===== src/rtl/alu_result_buffer.sv =====
// alu_result_buffer: registered result stage behind the 32-bit ALU.
// Captures result, carryout, overflow and a computed zero flag into a small
// FIFO with valid/ready handshaking toward writeback. It also keeps a sticky
// overflow flag and a saturating overflow-event counter for status reporting.
module alu_result_buffer #(
   parameter int DEPTH = 4,
   parameter int WIDTH = 32
) (
   input  logic                     clk,
   input  logic                     reset_n,
   input  logic                     in_valid,
   output logic                     in_ready,
   input  logic [WIDTH-1:0]         in_result,
   input  logic                     in_carryout,
   input  logic                     in_overflow,
   output logic                     out_valid,
   input  logic                     out_ready,
   output logic [WIDTH-1:0]         out_result,
   output logic                     out_carryout,
   output logic                     out_overflow,
   output logic                     out_zero,
   output logic [$clog2(DEPTH):0]   count,
   input  logic                     ovf_clear,
   output logic                     sticky_ovf,
   output logic [7:0]               ovf_count
);

   localparam int PTR_W = $clog2(DEPTH);
   localparam logic [PTR_W:0] FullCount = (PTR_W + 1)'(DEPTH);

   typedef struct packed {
      logic [WIDTH-1:0] result;
      logic             carryout;
      logic             overflow;
      logic             zero;
   } entry_t;

   entry_t             mem [DEPTH];
   entry_t             head;
   logic [PTR_W-1:0]   wr_ptr;
   logic [PTR_W-1:0]   rd_ptr;
   logic               push;
   logic               pop;

   // Handshake flags come from the registered count only, so there is no
   // combinational path from in_valid or out_ready back to the flags.
   assign in_ready  = (count != FullCount);
   assign out_valid = (count != '0);
   assign push      = in_valid & in_ready;
   assign pop       = out_valid & out_ready;

   // The head entry is read combinationally and forced to zero when empty.
   assign head         = mem[rd_ptr];
   assign out_result   = out_valid ? head.result   : '0;
   assign out_carryout = out_valid ? head.carryout : 1'b0;
   assign out_overflow = out_valid ? head.overflow : 1'b0;
   assign out_zero     = out_valid ? head.zero     : 1'b0;

   // Storage needs no reset; entries are only visible once pushed.
   always_ff @(posedge clk) begin
      if (push) begin
         mem[wr_ptr] <= '{result:   in_result,
                          carryout: in_carryout,
                          overflow: in_overflow,
                          zero:     (in_result == '0)};
      end
   end

   // Pointers wrap naturally at DEPTH; count tracks net push/pop activity.
   always_ff @(posedge clk or negedge reset_n) begin
      if (!reset_n) begin
         wr_ptr <= '0;
         rd_ptr <= '0;
         count  <= '0;
      end else begin
         if (push) wr_ptr <= wr_ptr + 1'b1;
         if (pop)  rd_ptr <= rd_ptr + 1'b1;
         if (push && !pop)      count <= count + 1'b1;
         else if (pop && !push) count <= count - 1'b1;
      end
   end

   // Overflow status follows accepted pushes; a same-cycle overflow push
   // takes priority over a clear, leaving the flag set and the count at one.
   always_ff @(posedge clk or negedge reset_n) begin
      if (!reset_n) begin
         sticky_ovf <= 1'b0;
         ovf_count  <= '0;
      end else if (push && in_overflow) begin
         sticky_ovf <= 1'b1;
         if (ovf_clear)               ovf_count <= 8'd1;
         else if (ovf_count != 8'hFF) ovf_count <= ovf_count + 8'd1;
      end else if (ovf_clear) begin
         sticky_ovf <= 1'b0;
         ovf_count  <= '0;
      end
   end

endmodule


===== config.mk =====
export PLATFORM = sky130hd
export DESIGN_NAME = alu_result_buffer
export DESIGN_NICKNAME = d
export VERILOG_FILES = /design/src/rtl/alu_result_buffer.sv
export SDC_FILE = /design/constraint.sdc
export NUM_CORES = 1
export LEC_CHECK = 0
export CORE_ASPECT_RATIO = 1.1
export CORE_MARGIN = 8
export CORE_UTILIZATION = 23
export DETAILED_ROUTE_END_ITERATION = 8
export PLACE_DENSITY_LB_ADDON = 0.15
export SLEW_MARGIN = 20
export SYNTH_ARGS = -nofsm -noshare
export SYNTH_HDL_FRONTEND = slang
export SYNTH_SLANG_ARGS = --single-unit

===== constraint.sdc =====
create_clock -name clk -period 2.4 [get_ports clk]
set_clock_uncertainty 0.05 [all_clocks]
set_input_delay 0.72 -clock clk [delete_from_list [all_inputs] [get_ports clk]]
set_output_delay 0.72 -clock clk [all_outputs]
set_load 0.01 [all_outputs]

# Word-level counts from Yosys, hierarchy flattened
# Memories as Yosys holds them, arrays and structs flattened.
# Index checks and enable logic that the tools add are counted.
[word_totals] ff_bits=16 mem_bits_rw=140 inputBits=39 wordCells=40 mem_count=1
[memory_table] name="mem" words=4 word_bits=35 read_ports=1 rd_ports_with_merged_regs=0 wr=1 line="38" rtl="entry_t mem [DEPTH];"
[classes] addsub=5 n_eq_ne=2 n_mux=14 bitwise=2 n_reduce_logical=11
[op_table] cell="$logic_not A32 Y1" count=1
[op_table] cell="$mux W32" count=1
[op_table] cell="$mux W8" count=4
[op_table] cell="$add A8 B1 Y8 const B" count=1
[op_table] cell="$ne A8 B8 Y1 const B" count=1
[op_table] cell="$mux W1" count=7
[op_table] cell="$mux W3" count=2
[op_table] cell="$reduce_bool A2 Y1" count=3
[op_table] cell="$add A2 B1 Y2 const B" count=2
[op_table] cell="$add A3 B1 Y3 const B" count=1
[op_table] cell="$logic_and A1 B1 Y1" count=3
[op_table] cell="$ne A3 B3 Y1 const B" count=1
[op_table] cell="$reduce_bool A3 Y1" count=1
[op_table] cell="$sub A3 B1 Y3 const B" count=1
[op_table] cell="$and A1 B1 Y1" count=2
[op_table] cell="$logic_not A1 Y1" count=2
[op_table] cell="$reduce_and A2 Y1" count=1

# Logic depth before layout (Yosys ltp)
# Gate-level depths: netlist of the first run.
[depth] ltp_word=6 depth_mapped=9 depth_no_buf=8

# Worst setup path before layout of the first run
# OpenSTA, ideal clock, no wires.
[synth_timing] path_kind="reg2reg" from="register count[1]" to="register count[1]" setup_ns=0.125 t_arrival_ns=2.092 path_slack_ns=0.133 path_stages_with_launch=8 path_buffers=1 cell_sequence="dfrtp_1 > or3b_1 > buf_6 > and2_1 > ha_1 > inv_1 > fa_1 > mux2_2"
[synth_via] elab_chain_len=5 word_cells_on_any_way=13 cone_classes="add/sub (2); eq/ne (1); mux (2); bitwise (2); reduce/logical (6)"
[synth_lines] item="start, declared" line="22" rtl="output logic [$clog2(DEPTH):0] count,"
[synth_lines] item="start signal, assigned" line="78" rtl="if (push && !pop) count <= count + 1'b1;"
[synth_lines] item="start signal, assigned" line="79" rtl="else if (pop && !push) count <= count - 1'b1;"
[synth_lines] item="$ne A3 B3 Y1 *" line="47" rtl="assign in_ready = (count != FullCount);"
[synth_lines] item="net in_ready" line="12" rtl="output logic in_ready,"
[synth_lines] item="$and A1 B1 Y1 *" line="49" rtl="assign push = in_valid & in_ready;"
[synth_lines] item="net push" line="42" rtl="logic push;"
[synth_lines] item="$logic_not A1 Y1" line="79"
[synth_lines] item="$logic_and A1 B1 Y1" line="79"
[synth_lines] item="$reduce_bool A2 Y1 (no line)"
# The timed path passes the listed nets; every way through them passes the cells marked *. The select of a mux whose other input is x is not followed.
# A chain may end at the register's enable or synchronous reset.

# Worst setup path in the final report of the first run
[layout_timing] from="register rd_ptr[0]" to="output out_overflow"
[layout_via] elab_chain_len=2
[layout_lines] item="start, declared" line="41" rtl="logic [PTR_W-1:0] rd_ptr;"
[layout_lines] item="start signal, assigned" line="77" rtl="if (pop) rd_ptr <= rd_ptr + 1'b1;"
[layout_lines] item="$mem_v2 Z4 W35"
[layout_lines] item="$mux W1" line="56" rtl="assign out_overflow = out_valid ? head.overflow : 1'b0;"
[layout_lines] item="end, declared" line="20" rtl="output logic out_overflow,"
# No other way between the ends.

==> impl_results.md, run 1 <==
* Mapped Nets at 367
* CTS tree: yes
* Critical path buffers and inverters at 3
* Yosys warning count at 0
* Synth Area per Inst at 19.5 um2
* Worst skew pair latency at 0.41 ns
* Seq cells post-synth at 156
* Row count at 63
* CTS sink cnt at 156
* DIE HEIGHT at 189 um
* Number of port buffers at 87
* RSZ-0062 raised after global routing: true
* Critical Path, Cell by Cell: buf_12 -> buf_12 -> mux4_2 -> and2_4 -> buf_6
* Final Hold Fails at 0
* Sequential area share after synthesis at 73.5%
* Final Critical Period at 2.66 ns
* Multiplexer area fraction after synthesis at 13.4%
* DP Worst Slack at -0.212 ns
* Top-count cell post-synth: edfxtp_1
* Post-route ant nets at 0
* XOR/XNOR share of the synthesized area at 0.839%
* Worst path top cell family by delay: multiplexers
* Synth Area in Compound Gates at 1.20%
* Maximum fanout along the worst path at 8
* Global-route wire length before repair at 24600 um
* Largest net degree at the start of global routing at 20
* Die X-Extent at 173 um
* Setup WS post-layout at -0.257 ns
* Io pins at 88
* Combinational power share at 43.2%
* Simple-gate share of the synthesized area at 7.81%
* Placed cell area at 8010 um2
* Slowest CP cell: mux4_2
* H-tree levels at 4
* Final Cycle Share at 111%
* Via count at 3474
* Leak at 3.13 nW
* Final HPWL from detailed placement at 9980 um
* Critical path's largest stage delay at 0.51 ns
* Grt ovf at 0
* Final count of negative-setup-slack endpoints at 35
* First-pass DRT Iterations at 4
* Vias in the first global route at 3877
* Wirelength, routed at 16600 um
* Worst min path class: reg -> reg
* ANT cells at 0
* Via density at 4.16
* Pint at 0.00796 W
* Layout cells sized above 1 at 41.8%
* CTS Buf Count at 17
* Synth Area in Adders at 1.52%
* Total die area at 32800 um2
* Cell mode on critical path: buf_12
* Post-synth EDFFs at 140
* CTS max path bufs at 2
* Max VDD drop at 0.484 mV
* Post-synth top cells: 140 x edfxtp_1, 36 x and2_1, 35 x mux4_2, 16 x dfrtp_1, 10 x nor4_1
* Failing checks: setup timing
* Setup TNS at -7.54 ns
* # DRC at 0
* GPL Wtd Cong at 0.685
* GRT Overall Usage at 10.2%
* Slew @ Worst Pin at 0.435 ns
* Core area at 26900 um2
* Clock power share at 24.0%
* Main combinational cell family by area after synthesis: multiplexers
* Net Sw Frac at 29.7%
* Synthesized instance count at 321
* Critical path type: reg -> out
* Register area at 4610 um2
* Clock-pin slew on the worst setup and hold paths at 0.07 ns
* Crit end category: primary output
* Worst path arrival time at 1.89 ns
* FMAX at 0.376 GHz
* Distinct cells, synth at 38
* Layout area overhead at 42.2%
* Area of the multi-input gates at 1660 um2
* First DRT Iteration DRCs at 99
* Outcome: finished, violations left
* CP startpoint kind: register
* Top FF cell, synth: edfxtp_1
* Initial antenna violation count at 1
* Synth top area share at 67.1%
* CP Data Required Time at 1.63 ns
* Drt wl/cell at 19.9 um
* Relative slew slack at 70.9%
* Root Driver: clkbuf_16
* Fillers at 2609
* Async SR Flop Fraction at 10.3%
* Max-Cap Viols at 0
* PD cells at 1270 nW/um2
* Cell Area, Synth at 6260 um2
* Post-synth top area cell: edfxtp_1
* Final Max Tran Viols at 0
* Largest cells by area after synthesis: edfxtp_1 67%, mux4_2 13%, dfrtp_1 6.4%
* Reg power frac at 32.7%
* Initial cell density of the core at 23.3%
* Fin nets at 511
* Switching power at 0.00337 W
* # hold bufs at CTS at 0
* Final Instance Area at 8910 um2
metrics by stage:
stage                     instances  utilization, %  power (W)  hold WS [ns]
after floorplan                 321               -    0.00575         0.374
after global placement          793            29.8    0.00797         0.464
after detailed placement        793            29.8    0.00799         0.477
after CTS                       834            33.0     0.0115         0.488
after global routing            835            33.1     0.0120         0.500
final                           835            33.1     0.0113         0.480
worst min-delay path, cell delays in order (launching register included):
cell and delay (ns):
dfrtp_1 0.38, inv_1 0.05, o21ai_0 0.06
cells by family (layout without fill, tap and decap cells):
kind of cell	count (synthesis)	in the layout
adders and majority gates	7	7
muxes	40	40
buffers and inverters	19	176
AOI/OAI and AO/OA	12	12
and+or+nand+nor	81	81
DFF	156	156
xor gates and xnor gates	6	6
registers in the layout, indices dropped and copies added, names as in the netlist:
name,cells
sticky_ovf,1
count,3
ovf_count,8
wr_ptr,2
mem,140
rd_ptr,2
area by class of cell:
cell class                 instances  share of cell area [%]
sequential                       156                    51.7
tap                              357                    5.01
timing repair buffer             139                    17.7
clock buffer                      17                    4.78
multi-input combinational        146                    18.6
inverter                           5                   0.211
clock inverter                    15                    2.04
worst paths after layout:
path                             from           end  slack (ns)  depth (start not counted)
max                         rd_ptr[0]  out_overflow       -0.26                          5
max in group asynchronous     reset_n     rd_ptr[1]        1.50                          2
min in group asynchronous     reset_n  ovf_count[5]        0.57                          2
min                        sticky_ovf    sticky_ovf        0.48                          2
max reg2reg                  count[1]      count[2]        0.13                          9
min reg2reg                sticky_ovf    sticky_ovf        0.48                          2
layout by cell type, fill, tap and decap left out, drive strengths merged, types with 2 or more instances in the layout:
| master | n |
|---|---|
| edfxtp | 140 |
| buf | 88 |
| clkdlybuf4s50 | 50 |
| and2 | 38 |
| mux4 | 35 |
| clkbuf | 18 |
| dfrtp | 16 |
| inv | 11 |
| nor4 | 10 |
| nor2 | 6 |
| ha | 6 |
| nand2 | 6 |
| clkinv | 5 |
| and3 | 4 |
| nand4 | 4 |
| xnor2 | 4 |
| nand3 | 4 |
| a21oi | 4 |
| mux2 | 3 |
| o21ai | 3 |
| or4 | 2 |
| nor2b | 2 |
| mux2i | 2 |
| o31ai | 2 |
| xor2 | 2 |
| clkinvlp | 2 |
| bufinv | 2 |
| or3 | 2 |
power groups by stage:
stage | Clock [W] | Combinational [W] | Sequential [W]
2_1_floorplan | 0 | 0.00201 | 0.00374
3_3_place_gp | 0 | 0.00422 | 0.00375
3_5_place_dp | 0 | 0.00421 | 0.00378
4_1_cts | 0.00281 | 0.00494 | 0.00371
5_1_grt | 0.00291 | 0.00531 | 0.00375
6_report | 0.00272 | 0.00490 | 0.00370
metal layers:
metal  vias up  global-route usage, %  wire length [um]
met5         -                      0                 0
met4         0                   3.09               158
met3        12                   3.09               755
met2        79                   17.5              8350
met1      1808                   12.1              7330
li1       1575                      -                 -
repair_timing:
item / in CTS / in global routing
setup buffers: 4 / 1
resized for setup: 203 / 20
endpoints found under the setup margin: 37 / 38
cloned: 5 / 2
pin swaps: 23 / 13
(Power assumes the default switching activity.)
==> inputs of run 2 (changes only) <==
ABC_AREA = 1   (was unset)
SKIP_LAST_GASP = 1   (was unset)
==> run 2 against run 1 <==
Worst setup slack improved by 0.15 ns. Via count up 31%. Critical path type unchanged. The flow still finishes with violations (setup timing). Count of clock-buffer cells in the layout is 2 higher. First-iteration DRC count increased by 150%. Non-clock buffer count up 6. Clock power down 8.1%. Combinational power grew 5.5%.
==> impl_results.md, run 2 <==
* CTS sink cnt at 156 (unchanged)
* Layout cells sized above 1 at 26.2% (-16 points)
* Final count of negative-setup-slack endpoints at 35 (unchanged)
* Maximum fanout along the worst path at 7 (-1)
* Critical path buffers and inverters at 4 (+1)
* RSZ-0062 raised after global routing: true
* Worst min path class: reg -> reg
* Clock-pin slew on the worst setup and hold paths at 0.07 ns (about the same)
* ANT cells at 0 (unchanged)
* Outcome: finished, violations left
* Worst path arrival time at 1.73 ns (-0.16 ns)
* Die X-Extent at 176 um (+1.7%)
* # hold bufs at CTS at 0 (unchanged)
* Post-route ant nets at 0 (unchanged)
* Drt wl/cell at 16.6 um (-17%)
* Cell Area, Synth at 6500 um2 (+3.9%)
* Core area at 27800 um2 (+3.4%)
* Root Driver: clkbuf_16
* Number of flip-flops under the largest register name at 140 (unchanged)
* First-pass DRT Iterations at 4 (unchanged)
* Synth top area share at 64.6% (-2.5 points)
* Number of port buffers at 87 (unchanged)
* Sequential area share after synthesis at 70.8% (-2.7 points)
* Total die area at 33900 um2 (+3.5%)
* CTS tree: yes
* Critical path type: reg -> out
* Vias in the first global route at 4768 (+23%)
* Synth Area per Inst at 11.7 um2 (-40%)
* GRT Overall Usage at 10.6% (+0.40 points)
* DIE HEIGHT at 192 um (+1.7%)
* H-tree levels at 4 (unchanged)
* Failing checks: setup timing
* Slew @ Worst Pin at 0.421 ns (-0.0145 ns)
* Wirelength, routed at 17700 um (+6.8%)
* Leak at 3.23 nW (+3.2%)
* Mapped Nets at 601 (+64%)
* Grt ovf at 0 (unchanged)
* Max-Cap Viols at 0 (unchanged)
* Fin nets at 740 (+45%)
* CTS max path bufs at 2 (unchanged)
* Seq cells post-synth at 156 (unchanged)
* Via density at 4.25 (+2.3%)
* Worst path top cell family by delay: buffers and inverters
* Row count at 64 (+1.6%)
* Final Max Tran Viols at 0 (unchanged)
* Largest net degree at the start of global routing at 37 (+85%)
* Relative slew slack at 71.7% (+0.80 points)
* Reg with most FFs: mem
* Via count at 4552 (+31%)
* Final HPWL from detailed placement at 11300 um (+13%)
* Async SR Flop Fraction at 10.3% (unchanged)
* Most frequent cells in the layout: 140 x edfxtp_1, 135 x nor2_1, 73 x o21ai_1
* CTS Buf Count at 17 (unchanged)
* Critical Path, Cell by Cell: buf_6 -> buf_8 -> buf_6 -> nor2_2 -> nor2_1 -> o21ai_1 -> a21oi_1 -> buf_2
* Post-synth EDFFs at 140 (unchanged)
* Final Cycle Share at 104% (-6.4 points)
* Worst skew pair latency at 0.41 ns (about the same)
* Post-synth top area cell: edfxtp_1
* Distinct cells, synth at 30 (-21%)
* Post-Layout Cell Count at 1070 (+28%)
* DP Worst Slack at -0.163 ns (+0.0484 ns)
* Yosys warning count at 0 (unchanged)
* Largest cells by area after synthesis: edfxtp_1 65%, nor2_1 9.2%, dfrtp_1 6.2%
* Critical path's largest stage delay at 0.45 ns (-0.06 ns)
* Commonest non-fill, non-tap cell in the layout: edfxtp_1
* Crit end category: primary output
* PD cells at 1260 nW/um2 (-0.97%)
* Max VDD drop at 0.513 mV (+6.0%)
* Largest regs: mem: 140 flops, ovf_count: 8 flops, count: 3 flops
* Top FF cell, synth: edfxtp_1
* Final Hold Fails at 0 (unchanged)
* CP Data Required Time at 1.63 ns (about the same)
* Setup WS post-layout at -0.103 ns (+0.154 ns)
* CP startpoint kind: register
* Post-synth top cells: 159 x nor2_1, 140 x edfxtp_1, 75 x o21ai_1, 37 x a21oi_1, 34 x nand2_1
* Layout area overhead at 39.4%
* Io pins at 88 (unchanged)
* GPL Wtd Cong at 0.774 (+13%)
* Synthesized instance count at 555 (+73%)
* FMAX at 0.400 GHz (+6.2%)
* Initial cell density of the core at 23.4% (+0.11 points)
* Global-route wire length before repair at 27400 um (+11%)
* Final Critical Period at 2.50 ns (-0.154 ns)
* Initial antenna violation count at 2 (+1)
* # DRC at 0 (unchanged)
* Placed Cells at 1022 (+29%)
* Cell mode on critical path: buf_6
* Top-count cell post-synth: nor2_1
* Post-layout util at 32.6% (-0.51 points)
* Slowest CP cell: dfrtp_2
* First DRT Iteration DRCs at 244 (+150%)
run 2: changes by cell type in the layout (fill, tap and decap cells not counted), sizes merged, moves of 3 or more:
cell / change
nor2: +158
o21ai: +73
and2: -38
mux4: -35
nand2: +34
a21oi: +33
inv: +14
nor4: -6
and3: -4
clkbuf: +4
nand3: +4
xnor2: -3
run 2: routing by layer:
metal / GRT usage (%) / part of all wire, %
met4: 2.94 / 0.83
met1: 12.5 / 44
met5: 0 / 0.15
met3: 3.31 / 5.1
met2: 18.4 / 50
run 2: worst register-to-register path, stage by stage (launching register included):
cell	delay [ns]
dfrtp_1	0.41
nor2_4	0.13
nand2_2	0.08
buf_4	0.16
nand2_1	0.10
ha_1	0.15
inv_1	0.06
fa_1	0.38
a21oi_1	0.15
o21ai_0	0.11
xor2_1	0.15
run 2: final timing paths:
path	slack, ns	depth (start not counted)	to	start
setup reg to reg	0.36	10	count[2]	count[1]
hold / removal	0.45	2	sticky_ovf	sticky_ovf
min in group asynchronous	0.58	2	ovf_count[4]	reset_n
hold reg to reg	0.45	2	sticky_ovf	sticky_ovf
max in group asynchronous	1.49	2	rd_ptr[0]	reset_n
setup / recovery	-0.10	8	out_result[26]	rd_ptr[0]
run 2: cell type report:
type	instances	area, um2
Clock buffer	19	433
Clock inverter	13	116
Fill cell	2766	18700
Inverter	22	87.6
Multi-Input combinational cell	352	1850
Sequential cell	156	4610
Tap cell	363	454
Timing Repair Buffer	145	1520
run 2: kinds of logic (layout without fill, tap and decap cells):
group	count (synthesis)	after routing	synth area share, %
AO/OA/AOI/OAI	115	115	8.92
XOR/XNOR	5	5	0.673
adder cells (fa/ha/maj)	7	7	1.46
buffers and inverters	47	199	3.42
flip-flops	156	156	70.8
multiplexers	1	1	0.173
AND/OR/NAND/NOR	224	224	14.6
run 2: report_power, final:
| group | switching, W | total (W) | internal [W] |
|---|---|---|---|
| sequential | 0.000182 | 0.00374 | 0.00356 |
| clock | 0.00107 | 0.00250 | 0.00143 |
| combinational | 0.00285 | 0.00517 | 0.00233 |
| total | 0.00410 | 0.0114 | 0.00731 |
run 2: what timing repair did:
| item | in CTS | in global routing |
|---|---|---|
| gates resized for setup | 176 | 34 |
| buffers inserted | 9 | 2 |
| pin swaps | 19 | 31 |
| cloned | 3 | 3 |
| endpoints found under the setup margin | 37 | 35 |
run 2: through the flow:
stage                     power (W)  TNS, ns  area [um2]  hold slack [ns]
final                        0.0114    -1.51        9070            0.447
after global routing         0.0122    -5.58        9070            0.475
after CTS                    0.0114    -2.53        8880            0.456
after detailed placement    0.00877    -2.92        8240            0.433
after global placement      0.00874    -2.53        8240            0.424
after floorplan             0.00610   -60.64        6500            0.374
